<file path="src/rtl/fan_ctrl_sequencer.sv">
// rtl/fan_ctrl_sequencer.sv - control-step scheduler: prescaler, ADC handshake, PI compute strobe.
// Optional ADC watchdog compiled in with FANSEQ_WATCHDOG_EN.
module fan_ctrl_sequencer #(
  parameter int CLK_FREQ     = 1_000_000,
  parameter int STEP_FREQ    = 5,
  parameter int ADC_BITWIDTH = 4,
  parameter int ADC_TIMEOUT  = 64
) (
  input  logic                    clk_i,
  input  logic                    rst_i,
  input  logic                    en_i,
  output logic                    adc_start_o,
  input  logic                    adc_done_i,
  input  logic [ADC_BITWIDTH-1:0] adc_data_i,
  input  logic [ADC_BITWIDTH-1:0] set_i,
  output logic [ADC_BITWIDTH-1:0] adc_value_o,
  output logic [ADC_BITWIDTH-1:0] set_value_o,
  output logic                    calc_start_o,
  input  logic                    calc_done_i,
  output logic                    busy_o,
  output logic                    overrun_o,
  output logic                    fault_o
);

  localparam int DIV = CLK_FREQ / STEP_FREQ - 1;
  localparam int CW  = $clog2(DIV + 1);
  localparam logic [CW-1:0] DIV_C = CW'(DIV);

  typedef enum logic [1:0] {IDLE, SAMPLE, CALC_START, CALC_WAIT} state_t;

  state_t        state, state_nxt;
  logic [CW-1:0] cnt;
  logic          tick;
  logic          load;
  logic          wd_expire;

  always_ff @(posedge clk_i or posedge rst_i) begin
    if (rst_i)             cnt <= '0;
    else if (!en_i)        cnt <= '0;
    else if (cnt == DIV_C) cnt <= '0;
    else                   cnt <= cnt + 1'b1;
  end

  assign tick = en_i && (cnt == DIV_C);

`ifdef FANSEQ_WATCHDOG_EN
  localparam int WW = $clog2(ADC_TIMEOUT + 1);
  logic [WW-1:0] wd_cnt;

  // Held at zero outside SAMPLE, so every SAMPLE entry starts from a clean count.
  always_ff @(posedge clk_i or posedge rst_i) begin
    if (rst_i)                 wd_cnt <= '0;
    else if (state != SAMPLE)  wd_cnt <= '0;
    else                       wd_cnt <= wd_cnt + 1'b1;
  end

  // adc_done_i takes priority over expiry in the final cycle.
  assign wd_expire = (state == SAMPLE) && (wd_cnt == WW'(ADC_TIMEOUT - 1)) && !adc_done_i;

  always_ff @(posedge clk_i or posedge rst_i) begin
    if (rst_i)          fault_o <= 1'b0;
    else if (wd_expire) fault_o <= 1'b1;
  end
`else
  assign wd_expire = 1'b0;
  assign fault_o   = 1'b0;
`endif

  always_ff @(posedge clk_i or posedge rst_i) begin
    if (rst_i) state <= IDLE;
    else       state <= state_nxt;
  end

  always_comb begin
    state_nxt = state;
    load      = 1'b0;
    case (state)
      IDLE:       if (tick) state_nxt = SAMPLE;
      SAMPLE: begin
        if (adc_done_i) begin
          load      = 1'b1;
          state_nxt = CALC_START;
        end else if (wd_expire) begin
          state_nxt = IDLE;
        end
      end
      CALC_START: state_nxt = CALC_WAIT;
      CALC_WAIT:  if (calc_done_i) state_nxt = IDLE;
      default:    state_nxt = IDLE;
    endcase
  end

  always_ff @(posedge clk_i or posedge rst_i) begin
    if (rst_i) begin
      adc_value_o <= '0;
      set_value_o <= '0;
    end else if (load) begin
      adc_value_o <= adc_data_i;
      set_value_o <= set_i;
    end
  end

  // A tick landing mid-sequence is dropped, only flagged.
  always_ff @(posedge clk_i or posedge rst_i) begin
    if (rst_i)                         overrun_o <= 1'b0;
    else if (tick && (state != IDLE))  overrun_o <= 1'b1;
  end

  assign adc_start_o  = (state == SAMPLE);
  assign calc_start_o = (state == CALC_START);
  assign busy_o       = (state != IDLE);

endmodule

</file>
<file path="config.mk">
export PLATFORM = sky130hd
export DESIGN_NAME = fan_ctrl_sequencer
export DESIGN_NICKNAME = d
export VERILOG_FILES = /design/src/rtl/fan_ctrl_sequencer.sv
export SDC_FILE = /design/constraint.sdc
export NUM_CORES = 1
export LEC_CHECK = 0
export CORE_ASPECT_RATIO = 1.75
export CORE_UTILIZATION = 30
export DETAILED_ROUTE_END_ITERATION = 16
export PLACE_DENSITY = 0.51
export SETUP_SLACK_MARGIN = 0.4
export SYNTH_ARGS = -nofsm -noshare
export SYNTH_HDL_FRONTEND = slang
export SYNTH_SLANG_ARGS = --single-unit
</file>
<file path="constraint.sdc">
create_clock -name clk_i -period 3.05 [get_ports clk_i]
set_input_delay 0.915 -clock clk_i [delete_from_list [all_inputs] [get_ports clk_i]]
set_output_delay 0.915 -clock clk_i [all_outputs]
set_load 0.03 [all_outputs]
</file>
Word-level counts from Yosys, hierarchy flattened
Cells that the tools add are included.
W data, S select, Z words.
{"block": "totals", "regBits": 29, "out_inout_bits": 13, "inputBits": 13, "word_cells": 26}
{"block": "classes", "addsub": 1, "n_reduce_logical": 5, "eq_ne": 7, "muxes": 8}
{"operator": "$mux W18", "n": 2}
{"operator": "$add A18 B1 Y18 const B", "n": 1}
{"operator": "$eq A18 B18 Y1 const B", "n": 1}
{"operator": "$pmux W2 S4", "n": 1}
{"operator": "$mux W2", "n": 3}
{"operator": "$eq A2 B2 Y1 const B", "n": 2}
{"operator": "$ne A2 B2 Y1 const B", "n": 2}
{"operator": "$reduce_and A3 Y1", "n": 1}
{"operator": "$eq A2 B1 Y1 const B", "n": 1}
{"operator": "$logic_and A1 B1 Y1", "n": 2}
{"operator": "$logic_not A2 Y1", "n": 1}
{"operator": "$mux W1", "n": 2}
{"operator": "$ne A2 B1 Y1 const B", "n": 1}
{"operator": "$reduce_bool A2 Y1", "n": 1}

Logic depth before layout (Yosys ltp)
{"block": "depth", "depth_word": 4, "ltp_mapped": 7, "depth_no_buf": 6}

Worst setup path before layout
Ideal clock, no wire load.
{"block": "synth_timing", "path_type": "register -> output", "from": "reg state[0]", "to": "out busy_o", "required_time_ps": 2135, "stages_incl_launch_ff": 4, "setup_slack_ps": 1245, "n_path_buf": 0, "arrival_ps": 890, "cell_sequence": "dfrtp_1 > inv_1 > ha_1 > inv_1"}
{"block": "synth_between", "elab_chain_cells": 1}
{"element": "from (decl)", "line": "31", "source": "state_t state, state_nxt;"}
{"element": "from (signal assigned)", "line": "71", "source": "else state <= state_nxt;"}
{"element": "$reduce_bool A2 Y1", "line": "111", "source": "assign busy_o = (state != IDLE);"}
{"element": "to (decl)", "line": "20", "source": "output logic busy_o,"}
Every way passes these cells.

Final worst setup path
Ends and elaborated chain as after synthesis.

==> results.ini <==
[die]
fp.coreArea_sq_um=4930
initial_core_util_pct=31.2
dieArea_sq_um=5440
rows=34
die_h_um=96.8
die_w_um=56.2
io_pins=26

[grt]
gr-usage-met2_pct=23.8
grt_pass1_vias=1182
met3_usage_pct=3.74
busiest_layer=met2
grt_usage_pct=13.3
grt_max_degree=21
grt_pass1_wl_um=5550
antenna_found_initial=0
overflow=0
grt_util_met1_pct=14.0

[route]
wire_per_inst_um=14.3
ant_nets=0
drcViolationCount=0
vias=1118
vias_per_cell=4.99
drt_pass1_iterations=4
wl_um=3200
drt_first_iter_violations=20

[placement]
dp_slack_ns=0.647
place_inst=217
dp_hpwl_um=2480
placedInstanceArea_sq_um=1820
gp_congestion=0.778
place.port_buffers=24

[finish]
fillers=500
stdcell_area_sq_um=1910
drive_gt1_share_pct=12.4
final_util_pct=38.8
diodes=0
finalNonFillerCells=224
layout.nets=189
synthToLayoutAreaGrowth_pct=24.3

[clock_tree]
cts-root-buf=clkbuf_8
clock_latency_ns=0.28
cts_tree=done
h-tree-depth=2
cts_buffer_depth=2
hold_buffers=0
clkSlewWorstSetupHoldPaths_ns=0.06
numCtsBuffers=5
clkSinkCount=29

[yosys]
postSynthNetCount=161
synth_cell_types=36
netlist_area_sq_um=1540
ys_seq_elements=29
seq_area_frac_synth_pct=47.1
yosys_warnings=0
avgSynthCellArea_sq_um=10.8
syn_inst=142

[sta]
fin_ws_ns=0.629
fmax_mhz=413
clock_skew_ns=0.00425
grt_setup_unrepaired=false
setup_viol=0
drv_slew=0
finalCritPeriodShare_pct=79.4
finalHoldViolations=0
period_minus_slack_ns=2.42
fin_tns_setup_ns=0

[power_and_ir_drop]
ir_drop_uv=453
p_leak_nw=0.838
p_per_area_nw_per_um2=720

[setup_path]
start_kind=register
cp-end-kind=output port
critPathRequiredTime_ns=2.13
worst-setup-path-type=register to output port
cp.arrival_ns=1.51
cp_max_fo=4

[worst_hold_path]
hold_path.class=register to register

[outcome]
status=completed

[job]
drv_cap=0

[Yosys cell counts (all sizes together)]
cell | count | area share [%]
nor2 | 20 | 4.9
nand4 | 7 | 4.2
a211o | 1 | 0.57
a41oi | 2 | 1.1
mux2i | 1 | 0.65
xor2 | 6 | 3.4
o31ai | 2 | 0.97
buf | 4 | 2.0
xnor2 | 9 | 5.1
mux2 | 8 | 5.8
a41o | 1 | 0.65
nor3 | 3 | 0.97
nor2b | 2 | 0.81
and3 | 1 | 0.41
a31oi | 1 | 0.41
nand2 | 7 | 1.7
a21o | 1 | 0.97
o41ai | 1 | 1.1
and2 | 2 | 0.81
ha | 6 | 4.9
dfrtp | 29 | 47
nor4 | 7 | 3.8
conb | 1 | 0.24
nor4b | 2 | 1.5
a21oi | 1 | 0.32
nand3 | 6 | 1.9
and4 | 1 | 0.57
nand2b | 1 | 0.41
inv | 8 | 1.9
a31o | 1 | 0.57
[state kept, by name, summed over array words and instances (netlist names)]
register	count
adc_value_o	4
set_value_o	4
overrun_o	1
cnt	18
state	2
[final timing paths]
kind                             end  slack, ns  cells after the start       from
min in group asynchronous   state[1]       0.92                      2      rst_i
max in group asynchronous     cnt[5]       1.51                      3      rst_i
setup / recovery              busy_o       0.63                      4   state[0]
hold / removal             overrun_o       0.47                      1  overrun_o
setup reg to reg              cnt[7]       1.13                      5     cnt[0]
hold reg to reg            overrun_o       0.47                      1  overrun_o
[cell usage in the layout (no fill, tap or decap), types with 2 or more instances in the layout]
cell             netlist  routed
a41oi_1                2       2
and2_1                 2       2
clkbuf_8               0       6
clkdlybuf4s50_1        0      21
dfrtp_1               29      29
dlymetal6s2s_1         0       2
ha_1                   6       6
inv_1                  8       8
mux2_2                 8       8
nand2_1                7       7
nand3_1                6       6
nand4_1                5       5
nor2_1                20      20
nor2b_1                2       2
nor3_1                 3       3
nor4_1                 6       6
o31ai_1                2       2
xnor2_1                9       9
xor2_1                 6       6
[kinds of logic after synthesis]
logic type	synth area share, %
other	0.243
multiplexers	6.50
buffers and inverters	3.98
flip-flops	47.1
AO/OA/AOI/OAI	6.66
XOR/XNOR	8.53
adder cells (fa/ha/maj)	4.87
AND/OR/NAND/NOR	22.1
[worst max-delay path, cell delays in order (launching register included)]
cell and delay [ns]:
dfrtp_1 0.38, inv_1 0.10, ha_1 0.26, inv_1 0.09, dlygate4sd2_1 0.40
[final cells by class]
cell class / count / area [sq um] / share of cell area [%]
clock buffer: 7 / 86.3 / 4.51
inverter: 8 / 30.0 / 1.57
multi-input combinational: 101 / 753 / 39.3
sequential: 29 / 726 / 37.9
tap: 54 / 67.6 / 3.53
timing repair buffer: 25 / 251 / 13.1
[power breakdown]
group	leakage (nW)	switching, mW	internal (mW)	total [mW]
clock network	0.0443	0.134	0.178	0.313
logic	0.412	0.309	0.252	0.560
registers	0.381	0.0468	0.459	0.505
[routing by layer]
metal / share of wire [%] / wire [um]
met5: 0 / 0
met2: 56 / 1780
met3: 4.7 / 151
met1: 37 / 1180
met4: 2.7 / 85
[timing repair]
action                     4_1_cts  5_1_grt
resized for setup                1        2
setup buffers                    0        0
setup endpoints to repair        1        2
[stage by stage]
step	power [mW]	hold WS (ns)
6_report	1.38	0.468
5_1_grt	1.47	0.519
4_1_cts	1.40	0.469
3_5_place_dp	1.08	0.458
3_3_place_gp	1.06	0.462
2_1_floorplan	0.869	0.474
No activity file was read; power rests on OpenSTA's default activity.
